**src/rtl/sram_dma_pkg.sv**
```systemverilog
// sram_dma_pkg: register indices, CTRL bit positions and FSM state encoding
// shared by the DMA top and its register file.
package sram_dma_pkg;

  // CPU-visible register indices (16-bit values are big-endian pairs)
  localparam logic [2:0] REG_SRC_H = 3'd0;
  localparam logic [2:0] REG_SRC_L = 3'd1;
  localparam logic [2:0] REG_DST_H = 3'd2;
  localparam logic [2:0] REG_DST_L = 3'd3;
  localparam logic [2:0] REG_LEN_H = 3'd4;
  localparam logic [2:0] REG_LEN_L = 3'd5;
  localparam logic [2:0] REG_CTRL  = 3'd6;
  localparam logic [2:0] REG_FILL  = 3'd7;

  // CTRL write bit positions
  localparam int unsigned CTRL_START    = 0;
  localparam int unsigned CTRL_IRQ_EN   = 1;
  localparam int unsigned CTRL_FILL     = 2;
  localparam int unsigned CTRL_ABORT    = 3;
  localparam int unsigned CTRL_CLR_DONE = 7;

  typedef enum logic [2:0] {
    ST_IDLE = 3'd0,
    ST_HREQ = 3'd1,
    ST_RD   = 3'd2,
    ST_WR   = 3'd3,
    ST_FIN  = 3'd4
  } state_t;

endpackage

```
**src/rtl/sram_dma_regs.sv**
```systemverilog
// sram_dma_regs: CPU register file and read mux of the DMA engine.
//   reg_*      : CPU register window (write on rising edge when reg_cs & !reg_rw)
//   busy       : transfer in progress (SRC/DST/LEN/FILL writes ignored, start ignored)
//   step       : end of a WR cycle, advance SRC/DST and decrement LEN
//   fin        : FIN cycle, sets done and clears a pending abort
//   start_go   : accepted start with non-zero length, kicks the FSM
//   src..abort_pend : current register contents for the FSM and bus mux
module sram_dma_regs
  import sram_dma_pkg::*;
(
  input  logic        clk,
  input  logic        rst_n,
  input  logic        reg_cs,
  input  logic [2:0]  reg_addr,
  input  logic        reg_rw,
  input  logic [7:0]  reg_di,
  output logic [7:0]  reg_do,
  input  logic        busy,
  input  logic        step,
  input  logic        fin,
  output logic        start_go,
  output logic [15:0] src,
  output logic [15:0] dst,
  output logic [15:0] len,
  output logic [7:0]  fill,
  output logic        irq_en,
  output logic        fill_mode,
  output logic        done,
  output logic        abort_pend
);

  logic wr_en;
  logic cfg_wr;
  logic ctrl_wr;
  logic start_cmd;
  logic abort_cmd;

  assign wr_en     = reg_cs & ~reg_rw;
  assign cfg_wr    = wr_en & ~busy;
  assign ctrl_wr   = wr_en & (reg_addr == REG_CTRL);
  // abort in the same write as start suppresses the start
  assign start_cmd = ctrl_wr & reg_di[CTRL_START] & ~reg_di[CTRL_ABORT] & ~busy;
  assign abort_cmd = ctrl_wr & reg_di[CTRL_ABORT] & busy;
  assign start_go  = start_cmd & (len != 16'h0000);

  always_ff @(posedge clk or negedge rst_n) begin
    if (!rst_n) begin
      src        <= '0;
      dst        <= '0;
      len        <= '0;
      fill       <= '0;
      irq_en     <= 1'b0;
      fill_mode  <= 1'b0;
      done       <= 1'b0;
      abort_pend <= 1'b0;
    end else begin
      if (cfg_wr) begin
        case (reg_addr)
          REG_SRC_H: src[15:8] <= reg_di;
          REG_SRC_L: src[7:0]  <= reg_di;
          REG_DST_H: dst[15:8] <= reg_di;
          REG_DST_L: dst[7:0]  <= reg_di;
          REG_LEN_H: len[15:8] <= reg_di;
          REG_LEN_L: len[7:0]  <= reg_di;
          REG_FILL:  fill      <= reg_di;
          default: ;
        endcase
      end else if (step) begin
        src <= src + 16'd1;
        dst <= dst + 16'd1;
        len <= len - 16'd1;
      end

      if (ctrl_wr) begin
        irq_en    <= reg_di[CTRL_IRQ_EN];
        fill_mode <= reg_di[CTRL_FILL];
      end

      if (fin)
        abort_pend <= 1'b0;
      else if (abort_cmd)
        abort_pend <= 1'b1;

      // setting done takes priority over a simultaneous clear
      if (fin || (start_cmd && len == 16'h0000))
        done <= 1'b1;
      else if (ctrl_wr && reg_di[CTRL_CLR_DONE])
        done <= 1'b0;
    end
  end

  always_comb begin
    reg_do = '0;
    case (reg_addr)
      REG_SRC_H: reg_do = src[15:8];
      REG_SRC_L: reg_do = src[7:0];
      REG_DST_H: reg_do = dst[15:8];
      REG_DST_L: reg_do = dst[7:0];
      REG_LEN_H: reg_do = len[15:8];
      REG_LEN_L: reg_do = len[7:0];
      REG_CTRL:  reg_do = {done, 3'b000, abort_pend, fill_mode, irq_en, busy};
      REG_FILL:  reg_do = fill;
      default:   reg_do = '0;
    endcase
  end

endmodule

```
**src/rtl/sram_dma.sv**
```systemverilog
// sram_dma: block copy/fill DMA sitting in front of the SRAM interface.
// Passes the CPU bus through to mem_* unless it owns the bus (RD/WR states),
// in which case it drives linear 64K read/write cycles with page 0.
//   reg_*            : CPU register window, reg_do combinational
//   irq              : done & irq_en
//   halt_req/ack     : CPU bus handshake
//   cpu_*            : CPU side of the SRAM bus
//   mem_*            : SRAM interface side, mem_do is read data
module sram_dma
  import sram_dma_pkg::*;
(
  input  logic        clk,
  input  logic        rst_n,
  input  logic        reg_cs,
  input  logic [2:0]  reg_addr,
  input  logic        reg_rw,
  input  logic [7:0]  reg_di,
  output logic [7:0]  reg_do,
  output logic        irq,
  output logic        halt_req,
  input  logic        halt_ack,
  input  logic [15:0] cpu_ad,
  input  logic [7:0]  cpu_di,
  input  logic        cpu_rw,
  input  logic        cpu_cs,
  input  logic [4:0]  cpu_page,
  output logic [15:0] mem_ad,
  output logic [7:0]  mem_di,
  output logic        mem_rw,
  output logic        mem_cs,
  output logic [4:0]  mem_page,
  input  logic [7:0]  mem_do
);

  state_t      state;
  state_t      state_nxt;
  logic [7:0]  data;
  logic        busy;
  logic        step;
  logic        fin;
  logic        start_go;
  logic [15:0] src;
  logic [15:0] dst;
  logic [15:0] len;
  logic [7:0]  fill;
  logic        irq_en;
  logic        fill_mode;
  logic        done;
  logic        abort_pend;

  assign busy = (state != ST_IDLE);
  assign step = (state == ST_WR);
  assign fin  = (state == ST_FIN);
  assign irq  = done & irq_en;

  sram_dma_regs u_regs (
    .clk        (clk),
    .rst_n      (rst_n),
    .reg_cs     (reg_cs),
    .reg_addr   (reg_addr),
    .reg_rw     (reg_rw),
    .reg_di     (reg_di),
    .reg_do     (reg_do),
    .busy       (busy),
    .step       (step),
    .fin        (fin),
    .start_go   (start_go),
    .src        (src),
    .dst        (dst),
    .len        (len),
    .fill       (fill),
    .irq_en     (irq_en),
    .fill_mode  (fill_mode),
    .done       (done),
    .abort_pend (abort_pend)
  );

  always_ff @(posedge clk or negedge rst_n) begin
    if (!rst_n) begin
      state <= ST_IDLE;
      data  <= '0;
    end else begin
      state <= state_nxt;
      if (state == ST_RD)
        data <= mem_do;
    end
  end

  always_comb begin
    state_nxt = state;
    halt_req  = 1'b0;
    case (state)
      ST_IDLE: begin
        if (start_go)
          state_nxt = ST_HREQ;
      end
      ST_HREQ: begin
        halt_req = 1'b1;
        if (halt_ack)
          state_nxt = fill_mode ? ST_WR : ST_RD;
      end
      ST_RD: begin
        halt_req  = 1'b1;
        state_nxt = ST_WR;
      end
      ST_WR: begin
        halt_req = 1'b1;
        // len is decremented on this edge, so 1 here means the last byte
        if (len == 16'd1 || abort_pend)
          state_nxt = ST_FIN;
        else
          state_nxt = fill_mode ? ST_WR : ST_RD;
      end
      ST_FIN:  state_nxt = ST_IDLE;
      default: state_nxt = ST_IDLE;
    endcase
  end

  always_comb begin
    mem_ad   = cpu_ad;
    mem_di   = cpu_di;
    mem_rw   = cpu_rw;
    mem_cs   = cpu_cs;
    mem_page = cpu_page;
    case (state)
      ST_RD: begin
        mem_ad   = src;
        mem_di   = data;
        mem_rw   = 1'b1;
        mem_cs   = 1'b1;
        mem_page = '0;
      end
      ST_WR: begin
        mem_ad   = dst;
        mem_di   = fill_mode ? fill : data;
        mem_rw   = 1'b0;
        mem_cs   = 1'b1;
        mem_page = '0;
      end
      default: ;
    endcase
  end

endmodule

```
**config.mk**
```make
export PLATFORM = sky130hd
export DESIGN_NAME = sram_dma
export DESIGN_NICKNAME = d
export VERILOG_FILES = /design/src/rtl/sram_dma_pkg.sv /design/src/rtl/sram_dma_regs.sv /design/src/rtl/sram_dma.sv
export SDC_FILE = /design/constraint.sdc
export NUM_CORES = 1
export LEC_CHECK = 0
export BUFFER_PORTS_ARGS = -buffer_cell sky130_fd_sc_hd__buf_2
export CORE_ASPECT_RATIO = 0.6
export CORE_UTILIZATION = 45
export DETAILED_ROUTE_END_ITERATION = 10
export GPL_TIMING_DRIVEN = 1
export PLACE_DENSITY = 0.71
export SLEW_MARGIN = 20
export SYNTH_ARGS = -nofsm -noshare
export SYNTH_HDL_FRONTEND = slang
export SYNTH_SLANG_ARGS = --single-unit
export TNS_END_PERCENT = 50
```
**constraint.sdc**
```tcl
create_clock -name clk -period 3.1 [get_ports clk]
set_clock_uncertainty 0.1 [all_clocks]
set_input_delay 0.775 -clock clk [delete_from_list [all_inputs] [get_ports clk]]
set_output_delay 0.775 -clock clk [all_outputs]
set_load 0.02 [all_outputs]
```
==> run_results.csv, run 1 <==
group,metric,value,unit
power_and_ir_drop,power.density,1040,nW/um^2
detailed_routing,drt_first_pass_iters,7,
synthesis,ys_ff_latch,71,
worst_setup_path,cp.required,2.22,ns
sta,slew_headroom,39.2,%
placed_design,dp_slack,0.0803,ns
placed_design,gp_congestion,0.946,
global_routing,grt_max_degree,57,
global_routing,grt_util_all_layers,32.4,%
synthesis,ys_types,75,
detailed_routing,drtIter0Drc,588,
detailed_routing,post_drt_wl_per_cell,22.3,um
status,status,"finished clean",
floorplan,die_w,143,um
floorplan,core,11400,um^2
placed_design,placed_cell_area,6120,um^2
worst_setup_path,max_stage_delay,0.54,ns
finish,n_antenna_cell,0,
detailed_routing,antenna_left,0,
sta,drv_slew,0,
hold_path,hp-class,"reg2reg",
floorplan,die_h,86.5,um
worst_setup_path,crit_path_start_kind,"primary input",
synthesis,async_reset_ff_share,100,%
synthesis,synth_area,5350,um^2
clock_network,cts_hold_buf,0,
synthesis,synth_top_family_by_area,"compound AO/OA/AOI/OAI gates",
clock_network,cts_inserted_buffers,9,
finish,area_delta_synth_final,20.3,%
sta,period_minus_slack,3.05,ns
clock_network,cts_root_buffer,"clkbuf_16",
floorplan,start_util,46.7,%
detailed_routing,num_vias,5599,
global_routing,gr-total-overflow,0,
flow_run,max-cap-violations,0,
worst_setup_path,crit_family,"compound AO/OA/AOI/OAI gates",
worst_setup_path,crit_chain,"clkbuf_4, buf_4, nand3b_1, o21ai_0, a222oi_1, a21oi_1, buf_2",
finish,layout_commonest_cell,"buf_2",
detailed_routing,avgViaCountPerCell,6.44,
detailed_routing,drc_errors,0,
global_routing,grt_antenna_before_repair,0,
sta,rsz0062_at_grt,"false",
floorplan,ios,96,
synthesis,yosysWarnings,0,
placed_design,portBuffers,95,
power_and_ir_drop,finalPower,6.68,mW
clock_network,cts.sinks,71,
global_routing,grt_pass1_wl,29500,um
clock_network,cts_resized,0,
synthesis,synth_nets,673,
synthesis,synth_fa_ha_area_share,1.17,%
clock_network,clock_latency,0.34,ns
floorplan,fp.dieArea,12300,um^2
synthesis,synth_compound_gate_area_share,27.9,%
sta,finalCritPeriodShare,98.5,%
floorplan,num_rows,30,
finish,nFillCells,1025,
synthesis,synth_mux_area_share,11.9,%
global_routing,grt_pass1_vias,5026,
synthesis,synth-xor-area-share,0,%
sta,hold_viol,0,
clock_network,cts_setup_buffers,0,
placed_design,dp_cells,853,
sta,setup_viol,0,
worst_setup_path,worstPathArrival,2.18,ns
worst_setup_path,cp_max_fo,13,
worst_setup_path,crit_type,"in2out",
synthesis,syn_avg_cell_area,8.73,um^2
worst_setup_path,rrSetupSlack,0.51,ns
finish,layout_common_cells,"buf_2 (93), dfrtp_1 (71), o21ai_0 (47), nand2_1 (47), a21oi_1 (42)",
synthesis,synth_edf_count,0,
clock_network,cts.clk_slew.worst_paths,0.06,ns
clock_network,cts_tree,"done",
sta,max_freq,327,MHz
worst_setup_path,worstSetupEndpointType,"primary output",
clock_network,cts.path.max_buffers,2,
worst_setup_path,critPathBufInv,3,
detailed_routing,wl,19400,um
synthesis,yosys.area_share.simple,20.1,%
finish,finish.net_count,764,
sta,fin_hold_ws,0.416,ns
sta,setup_slack,0.0453,ns
synthesis,synthCells,613,
placed_design,hpwl,14500,um
finish,instances_no_fill,869,
sta,worst_pin_slew,0.908,ns
synthesis,ys_seq_area_share,33.2,%
worst_setup_path,crit_slowest_cell,"a222oi_1",
finish,fin_area,6430,um^2
clock_network,cts-htree-levels,3,
finish,drive_above_1_share,27.5,%
power_and_ir_drop,ir_worst_vdd,0.000460,V
power_and_ir_drop,leakage,2.75,nW
synthesis,synthFlopType,"dfrtp_1",
## metal layers
| layer | global-route usage (%) | part of all wire [%] |
|---|---|---|
| met4 | 10.2 | 2.0 |
| met2 | 44.9 | 41 |
| met5 | 0 | 0 |
| met3 | 6.63 | 11 |
| met1 | 49.5 | 46 |
## sequential cells by signal, indices dropped and copies added, names as in the netlist, 3 cells and up
register     flops
u_regs.dst      16
u_regs.len      16
u_regs.fill      8
data             8
state            3
u_regs.src      16
## worst reg2reg max path, stage by stage (launching register included)
cell	delay (ns)
dfrtp_1	0.55
or4b_4	0.78
nor3_1	0.52
buf_4	0.24
a41oi_1	0.05
o22a_1	0.23
## logic make-up after synthesis
kind of cell	count (synthesis)
adder cells (fa/ha/maj)	5
AO/OA/AOI/OAI	217
multiplexers	57
flip-flops	71
AND/OR/NAND/NOR	190
buffers and inverters	73
## final timing paths
| check | startpoint | end | cells after the start |
|---|---|---|---|
| setup / recovery | reg_addr[1] | reg_do[6] | 7 |
| hold reg to reg | data[3] | data[3] | 1 |
| min in group asynchronous | rst_n | u_regs.dst[8] | 1 |
| setup reg to reg | state[2] | u_regs.dst[9] | 5 |
| hold / removal | data[3] | data[3] | 1 |
| max in group asynchronous | rst_n | u_regs.len[7] | 2 |
## through the flow
stage	util [%]	TNS [ns]
CTS	56.0	0
finish	56.2	0
floorplan	-	-0.0403
global route	56.2	0
detailed placement	53.5	0
global placement	53.5	0
## power by group
group | switching (mW) | internal, mW | leakage (nW)
combinational | 2.17 | 1.40 | 1.76
clock | 0.412 | 0.642 | 0.146
sequential | 0.715 | 1.33 | 0.841
total | 3.30 | 3.38 | 2.75
## cells in the mapped netlist (6+ instances only)
cell type / n / area (um^2)
mux2_2: 21 / 236
o21ai_0: 48 / 240
a2bb2oi_1: 8 / 70.1
a31oi_1: 19 / 119
o22ai_1: 7 / 43.8
nor2_1: 20 / 75.1
nand2_1: 47 / 176
inv_1: 20 / 75.1
a22o_1: 8 / 70.1
clkbuf_1: 31 / 116
nor4_1: 11 / 68.8
buf_1: 6 / 22.5
nand3_1: 23 / 115
and2_1: 10 / 62.6
mux2i_1: 33 / 330
dfrtp_1: 71 / 1780
o31ai_1: 7 / 52.6
nor2b_1: 9 / 56.3
nor3_1: 13 / 65.1
o22a_1: 14 / 123
buf_2: 11 / 55.1
nand4_1: 12 / 75.1
a21oi_1: 42 / 210
## cell type report
cell class / count / area (um^2) / share of cell area (%)
Multi-Input combinational cell: 469 / 3280 / 51.0
Sequential cell: 71 / 1780 / 27.6
Timing Repair Buffer: 131 / 801 / 12.4
Clock buffer: 12 / 246 / 3.83
Tap cell: 160 / 200 / 3.11
Inverter: 22 / 82.6 / 1.28
Clock inverter: 4 / 45.0 / 0.700
No activity file was read; power rests on OpenSTA's default activity.
==> run 2: changes to the inputs <==
--- a/config.mk
+++ b/config.mk
@@ -5,12 +5,13 @@
 export SDC_FILE = /design/constraint.sdc
 export NUM_CORES = 1
 export LEC_CHECK = 0
+export ABC_AREA = 1
 export BUFFER_PORTS_ARGS = -buffer_cell sky130_fd_sc_hd__buf_2
 export CORE_ASPECT_RATIO = 0.6
 export CORE_UTILIZATION = 45
 export DETAILED_ROUTE_END_ITERATION = 10
 export GPL_TIMING_DRIVEN = 1
-export PLACE_DENSITY = 0.71
+export PLACE_DENSITY = 0.66
 export SLEW_MARGIN = 20
 export SYNTH_ARGS = -nofsm -noshare
 export SYNTH_HDL_FRONTEND = slang
==> run_results.csv, run 2 <==
group,metric,value,unit
sta,max_freq,348,MHz
worst_setup_path,crit_type,"in2out",
detailed_routing,post_drt_wl_per_cell,17.5,um
detailed_routing,wl_met3,2180,um
synthesis,synthCells,815,
worst_setup_path,max_stage_delay,0.31,ns
finish,reg.largest.list,"u_regs.dst x16, u_regs.len x16, u_regs.src x16",
finish,area_delta_synth_final,17.4,%
synthesis,synth_edf_count,0,
synthesis,ys_seq_area_share,33.5,%
floorplan,fp.dieArea,12200,um^2
floorplan,start_util,46.6,%
sta,worst_pin_slew,0.544,ns
global_routing,grt_max_degree,72,
hold_path,hp-class,"in2async",
sta,hold_viol,0,
detailed_routing,route.met2.wl,7430,um
synthesis,async_reset_ff_share,100,%
detailed_routing,drt_first_pass_iters,7,
detailed_routing,drc_errors,0,
worst_setup_path,cp.required,2.22,ns
clock_network,cts_inserted_buffers,9,
clock_network,cts-htree-levels,3,
detailed_routing,m1WireLength,8960,um
finish,finish.net_count,966,
clock_network,cts_root_buffer,"clkbuf_16",
worst_setup_path,crit_path_start_kind,"primary input",
sta,setup_viol,0,
finish,layout_common_cells,"nand2_1 (232), nor2_1 (117), inv_1 (109)",
clock_network,cts_tree,"done",
sta,finalCritPeriodShare,92.7,%
power_and_ir_drop,leakage,3.20,nW
power_and_ir_drop,ir_worst_vdd,0.000440,V
clock_network,cts_setup_buffers,0,
synthesis,synthFlopType,"dfrtp_1",
detailed_routing,antenna_left,0,
worst_setup_path,rr_worst_depth,10,
placed_design,portBuffers,95,
placed_design,hpwl,14200,um
synthesis,yosys-top-cells-area,"dfrtp_1 (34%), nand2_1 (16%), nor2_1 (8.3%)",
detailed_routing,avgViaCountPerCell,5.56,
sta,fin_hold_ws,0.343,ns
finish,utilization,54.7,%
synthesis,yosysMostFrequentCell,"nand2_1",
synthesis,ys_types,38,
floorplan,num_rows,30,
clock_network,clock_latency,0.34,ns
finish,drive_above_1_share,16.1,%
floorplan,die_h,86.1,um
detailed_routing,wl,18800,um
global_routing,grt_antenna_before_repair,0,
flow_run,max-cap-violations,0,
worst_setup_path,worstSetupEndpointType,"primary output",
synthesis,synth_nets,875,
clock_network,cts.clk_slew.worst_paths,0.06,ns
floorplan,core,11400,um^2
worst_setup_path,crit_top_cell,"buf_2",
synthesis,synthTopCellsByCount,"nand2_1 (232), nor2_1 (117), inv_1 (109)",
placed_design,dp_cells,1055,
finish,layout_commonest_cell,"nand2_1",
detailed_routing,drtIter0Drc,630,
sta,rsz0062_at_grt,"false",
worst_setup_path,crit_chain,"buf_2, inv_1, nand3_1, o22ai_1, a21oi_1, o211ai_1, buf_2",
worst_setup_path,crit_slowest_cell,"nand3_1",
clock_network,cts.path.max_buffers,2,
finish,n_antenna_cell,0,
detailed_routing,num_vias,5952,
global_routing,grt_pass1_wl,29000,um
sta,setup-tns-final,0,ns
global_routing,gr-total-overflow,0,
sta,slew_headroom,63.6,%
floorplan,ios,96,
finish,nFillCells,1141,
global_routing,grt_pass1_vias,5166,
synthesis,netlist.area_leader.share,33.5,%
placed_design,dp_slack,0.265,ns
finish,fin_area,6230,um^2
worst_setup_path,cp_max_fo,9,
clock_network,cts_resized,0,
synthesis,synth_top_area_cell,"dfrtp_1",
global_routing,grt_util_all_layers,31.9,%
sta,setup_slack,0.225,ns
floorplan,die_w,142,um
clock_network,cts.sinks,71,
placed_design,placed_cell_area,5890,um^2
placed_design,gp_congestion,0.936,
worst_setup_path,worstPathArrival,2.00,ns
clock_network,cts_hold_buf,0,
power_and_ir_drop,power.density,964,nW/um^2
sta,drv_slew,0,
status,status,"finished clean",
power_and_ir_drop,finalPower,6.00,mW
sta,period_minus_slack,2.88,ns
finish,instances_no_fill,1071,
synthesis,synth_area,5300,um^2
detailed_routing,top_layer,"met4",
synthesis,yosysWarnings,0,
synthesis,ys_ff_latch,71,
synthesis,syn_avg_cell_area,6.51,um^2
run 2: cell count changes after synthesis, sizes merged, moves of 14 or more:
| cell | before | now |
|---|---|---|
| clkbuf | 31 | 3 |
| inv | 20 | 115 |
| mux2 | 21 | 0 |
| mux2i | 33 | 0 |
| nand2 | 48 | 237 |
| nand3 | 23 | 49 |
| nor2 | 21 | 128 |
| o221ai | 0 | 17 |
| o22a | 14 | 0 |
run 2: path summary, 6_finish.rpt:
path                                start        endpoint  slack (ns)
min                                 rst_n   u_regs.dst[3]        0.34
min in group clk           u_regs.fill[1]  u_regs.fill[1]        0.39
max in group asynchronous           rst_n   u_regs.dst[9]        2.21
min reg2reg                u_regs.fill[1]  u_regs.fill[1]        0.39
max                           reg_addr[0]       reg_do[2]        0.22
max reg2reg                      state[0]  u_regs.len[14]        0.68
run 2: logic make-up (layout without fill, tap and decap cells):
group                      after synthesis  count (layout)  synth area share, %
and+or+nand+nor                        431             431                 34.4
AOI/OAI and AO/OA                      166             166                 19.0
buffers and inverters                  139             235                 11.5
DFF                                     71              71                 33.5
adders and majority gates                5               5                 1.18
xor gates and xnor gates                 3               3                0.496
run 2: area by class of cell:
type,count,area (um^2),share of cell area (%)
Clock buffer,11,233,3.74
Clock inverter,5,106,1.71
Inverter,115,437,7.01
Multi-Input combinational cell,605,2920,46.9
Sequential cell,71,1780,28.5
Tap cell,160,200,3.22
Timing Repair Buffer,104,556,8.92
run 2: critical path: cells and delay by family:
kind / cells / cell delay, ns
simple gates: 1 / 0.31
compound gates: 3 / 0.43
buf+inv: 3 / 0.49
run 2: power breakdown:
| group | internal [mW] | switching, mW |
|---|---|---|
| sequential | 1.35 | 0.497 |
| combinational | 0.923 | 2.02 |
| clock | 0.789 | 0.428 |
run 2: metal layers:
layer,GRT usage (%),up-vias
li1,-,2843
met2,44.5,319
met1,50.3,2764
met3,5.30,26
met5,0,-
met4,6.65,0
==> run 3: changes to the inputs <==
--- a/config.mk
+++ b/config.mk
@@ -5,7 +5,6 @@
 export SDC_FILE = /design/constraint.sdc
 export NUM_CORES = 1
 export LEC_CHECK = 0
-export ABC_AREA = 1
 export BUFFER_PORTS_ARGS = -buffer_cell sky130_fd_sc_hd__buf_2
 export CORE_ASPECT_RATIO = 0.6
 export CORE_UTILIZATION = 45
==> run_results.csv, run 3 (synthesis results as in run 1) <==
group,metric,value,unit
sta,setup_slack,0.0424,ns
sta,worst_pin_slew,0.962,ns
placed_design,gp_congestion,0.945,
global_routing,grt_antenna_before_repair,0,
worst_setup_path,crit_slowest_cell,"a222oi_1",
finish,layout_common_cells,"buf_2 (94), dfrtp_1 (71), o21ai_0 (47), nand2_1 (47), a21oi_1 (42)",
sta,setup_viol,0,
floorplan,ios,96,
detailed_routing,drtIter0Drc,544,
finish,multi_input_area,3270,um^2
worst_setup_path,worstSetupEndpointType,"primary output",
clock_network,cts.sinks,71,
worst_setup_path,crit_chain,"buf_2, buf_12, mux2i_1, a222oi_1, o31ai_1, o21ai_1, buf_2",
finish,drive_above_1_share,27.4,%
worst_setup_path,crit_top_cell,"buf_2",
worst_setup_path,crit_path_start_kind,"primary input",
finish,reg.largest.list,"u_regs.dst x16, u_regs.len x16, u_regs.src x16",
power_and_ir_drop,p_seq_share,31.1,%
detailed_routing,avgViaCountPerCell,6.51,
clock_network,cts_inserted_buffers,9,
worst_setup_path,rr_endpoint,"u_regs.src[13]",
clock_network,clock_latency,0.34,ns
clock_network,cts_tree,"done",
power_and_ir_drop,power.share.clock,15.8,%
power_and_ir_drop,ir_worst_vdd,0.000623,V
worst_setup_path,crit_type,"in2out",
floorplan,num_rows,30,
power_and_ir_drop,pwr-share-comb,53.0,%
worst_setup_path,cp.required,2.22,ns
sta,setup-tns-final,0,ns
sta,finalCritPeriodShare,98.6,%
power_and_ir_drop,power.density,1050,nW/um^2
global_routing,grt_pass1_vias,5071,
detailed_routing,wl,19900,um
power_and_ir_drop,switchingPower,3.34,mW
worst_setup_path,worstPathArrival,2.18,ns
clock_network,cts.path.max_buffers,2,
floorplan,core,11400,um^2
sta,hold_viol,0,
finish,finish.net_count,763,
hold_path,hp-class,"in2async",
clock_network,cts.clk_slew.worst_paths,0.06,ns
sta,rsz0062_at_grt,"false",
power_and_ir_drop,switching_share,49.7,%
floorplan,fp.dieArea,12300,um^2
finish,seq_area,1780,um^2
detailed_routing,num_vias,5644,
clock_network,cts-htree-levels,3,
finish,area_delta_synth_final,19.8,%
worst_setup_path,crit_family,"compound AO/OA/AOI/OAI gates",
placed_design,hpwl,14900,um
detailed_routing,drc_errors,0,
finish,layout_commonest_cell,"buf_2",
flow_run,max-cap-violations,0,
global_routing,grt_util_all_layers,33.2,%
worst_setup_path,max_stage_delay,0.43,ns
global_routing,grt_max_degree,57,
worst_setup_path,rr_worst_depth,6,
placed_design,dp_slack,0.0616,ns
clock_network,cts_setup_buffers,0,
worst_setup_path,cp_max_fo,18,
clock_network,cts_root_buffer,"clkbuf_16",
finish,fin_area,6410,um^2
finish,nFillCells,1084,
worst_setup_path,rr_startpoint,"state[1]",
status,status,"finished clean",
floorplan,die_w,143,um
placed_design,placed_cell_area,6100,um^2
worst_setup_path,critPathLaunch,"reg_addr[1]",
power_and_ir_drop,leakage,2.73,nW
detailed_routing,post_drt_wl_per_cell,23.0,um
detailed_routing,drt_first_pass_iters,7,
worst_setup_path,critPathBufInv,3,
finish,n_antenna_cell,0,
global_routing,gr-total-overflow,0,
placed_design,portBuffers,95,
detailed_routing,antenna_left,0,
sta,drv_slew,0,
sta,max_freq,327,MHz
power_and_ir_drop,p_int,3.38,mW
global_routing,grt_pass1_wl,30200,um
floorplan,start_util,46.7,%
floorplan,die_h,86.5,um
worst_setup_path,rrSetupSlack,0.57,ns
sta,slew_headroom,35.6,%
sta,period_minus_slack,3.06,ns
run 3: cell count changes in the layout (fill, tap and decap cells not counted), moves of 11 or more:
| cell | delta |
|---|---|
| nand3_1 | -24 |
| o221ai_1 | -17 |
| nor2_1 | -97 |
| buf_4 | +24 |
| mux2i_1 | +33 |
| nand2_1 | -185 |
| o22ai_1 | -12 |
| o22a_1 | +14 |
| nor4_1 | +11 |
| mux2_2 | +21 |
| inv_1 | -89 |
run 3: area by class of cell:
cell class,count,share of cell area [%]
multi-input cells,469,51.1
repair buffers,130,12.1
clock inverters,5,0.917
clock buffers,10,3.73
well taps,160,3.12
inverters,22,1.29
flip-flops and latches,71,27.7
run 3: timing repair:
item | in CTS | in global routing
hold endpoints to repair | 0 | 0
setup endpoints to repair | 0 | 1
hold buffers | 0 | 0
resized for setup | 0 | 2
run 3: metal layers:
metal	GRT usage, %	vias up	share of wire, %
li1	-	2543	-
met2	47.1	330	42
met5	0	-	0
met3	7.90	30	10
met4	9.48	0	1.3
met1	49.6	2741	47
run 3: worst max path at each step:
| stage | to | cells past startpoint | slack (ns) |
|---|---|---|---|
| floorplan | reg_do[5] | 5 | -0.04 |
| global placement | reg_do[0] | 7 | 0.09 |
| detailed placement | reg_do[4] | 7 | 0.06 |
| CTS | reg_do[4] | 7 | 0.07 |
| global route | reg_do[4] | 7 | 0.04 |
| finish | reg_do[4] | 7 | 0.04 |
run 3: per-stage QoR:
stage	util (%)	hold slack (ns)	power (mW)	instances
after floorplan	-	0.379	4.30	613
after global placement	53.3	0.392	5.52	852
after detailed placement	53.3	0.405	5.56	852
after CTS	55.9	0.417	6.64	867
after global routing	56.0	0.434	7.10	867
final	56.0	0.407	6.72	867
run 3: power by group through the flow:
stage / registers [mW] / clock network, mW / logic (mW)
after detailed placement: 2.07 / 0 / 3.50
after global placement: 2.08 / 0 / 3.45
final: 2.09 / 1.06 / 3.56
after global routing: 2.13 / 1.11 / 3.86
after CTS: 2.05 / 1.08 / 3.52
after floorplan: 1.66 / 0 / 2.64
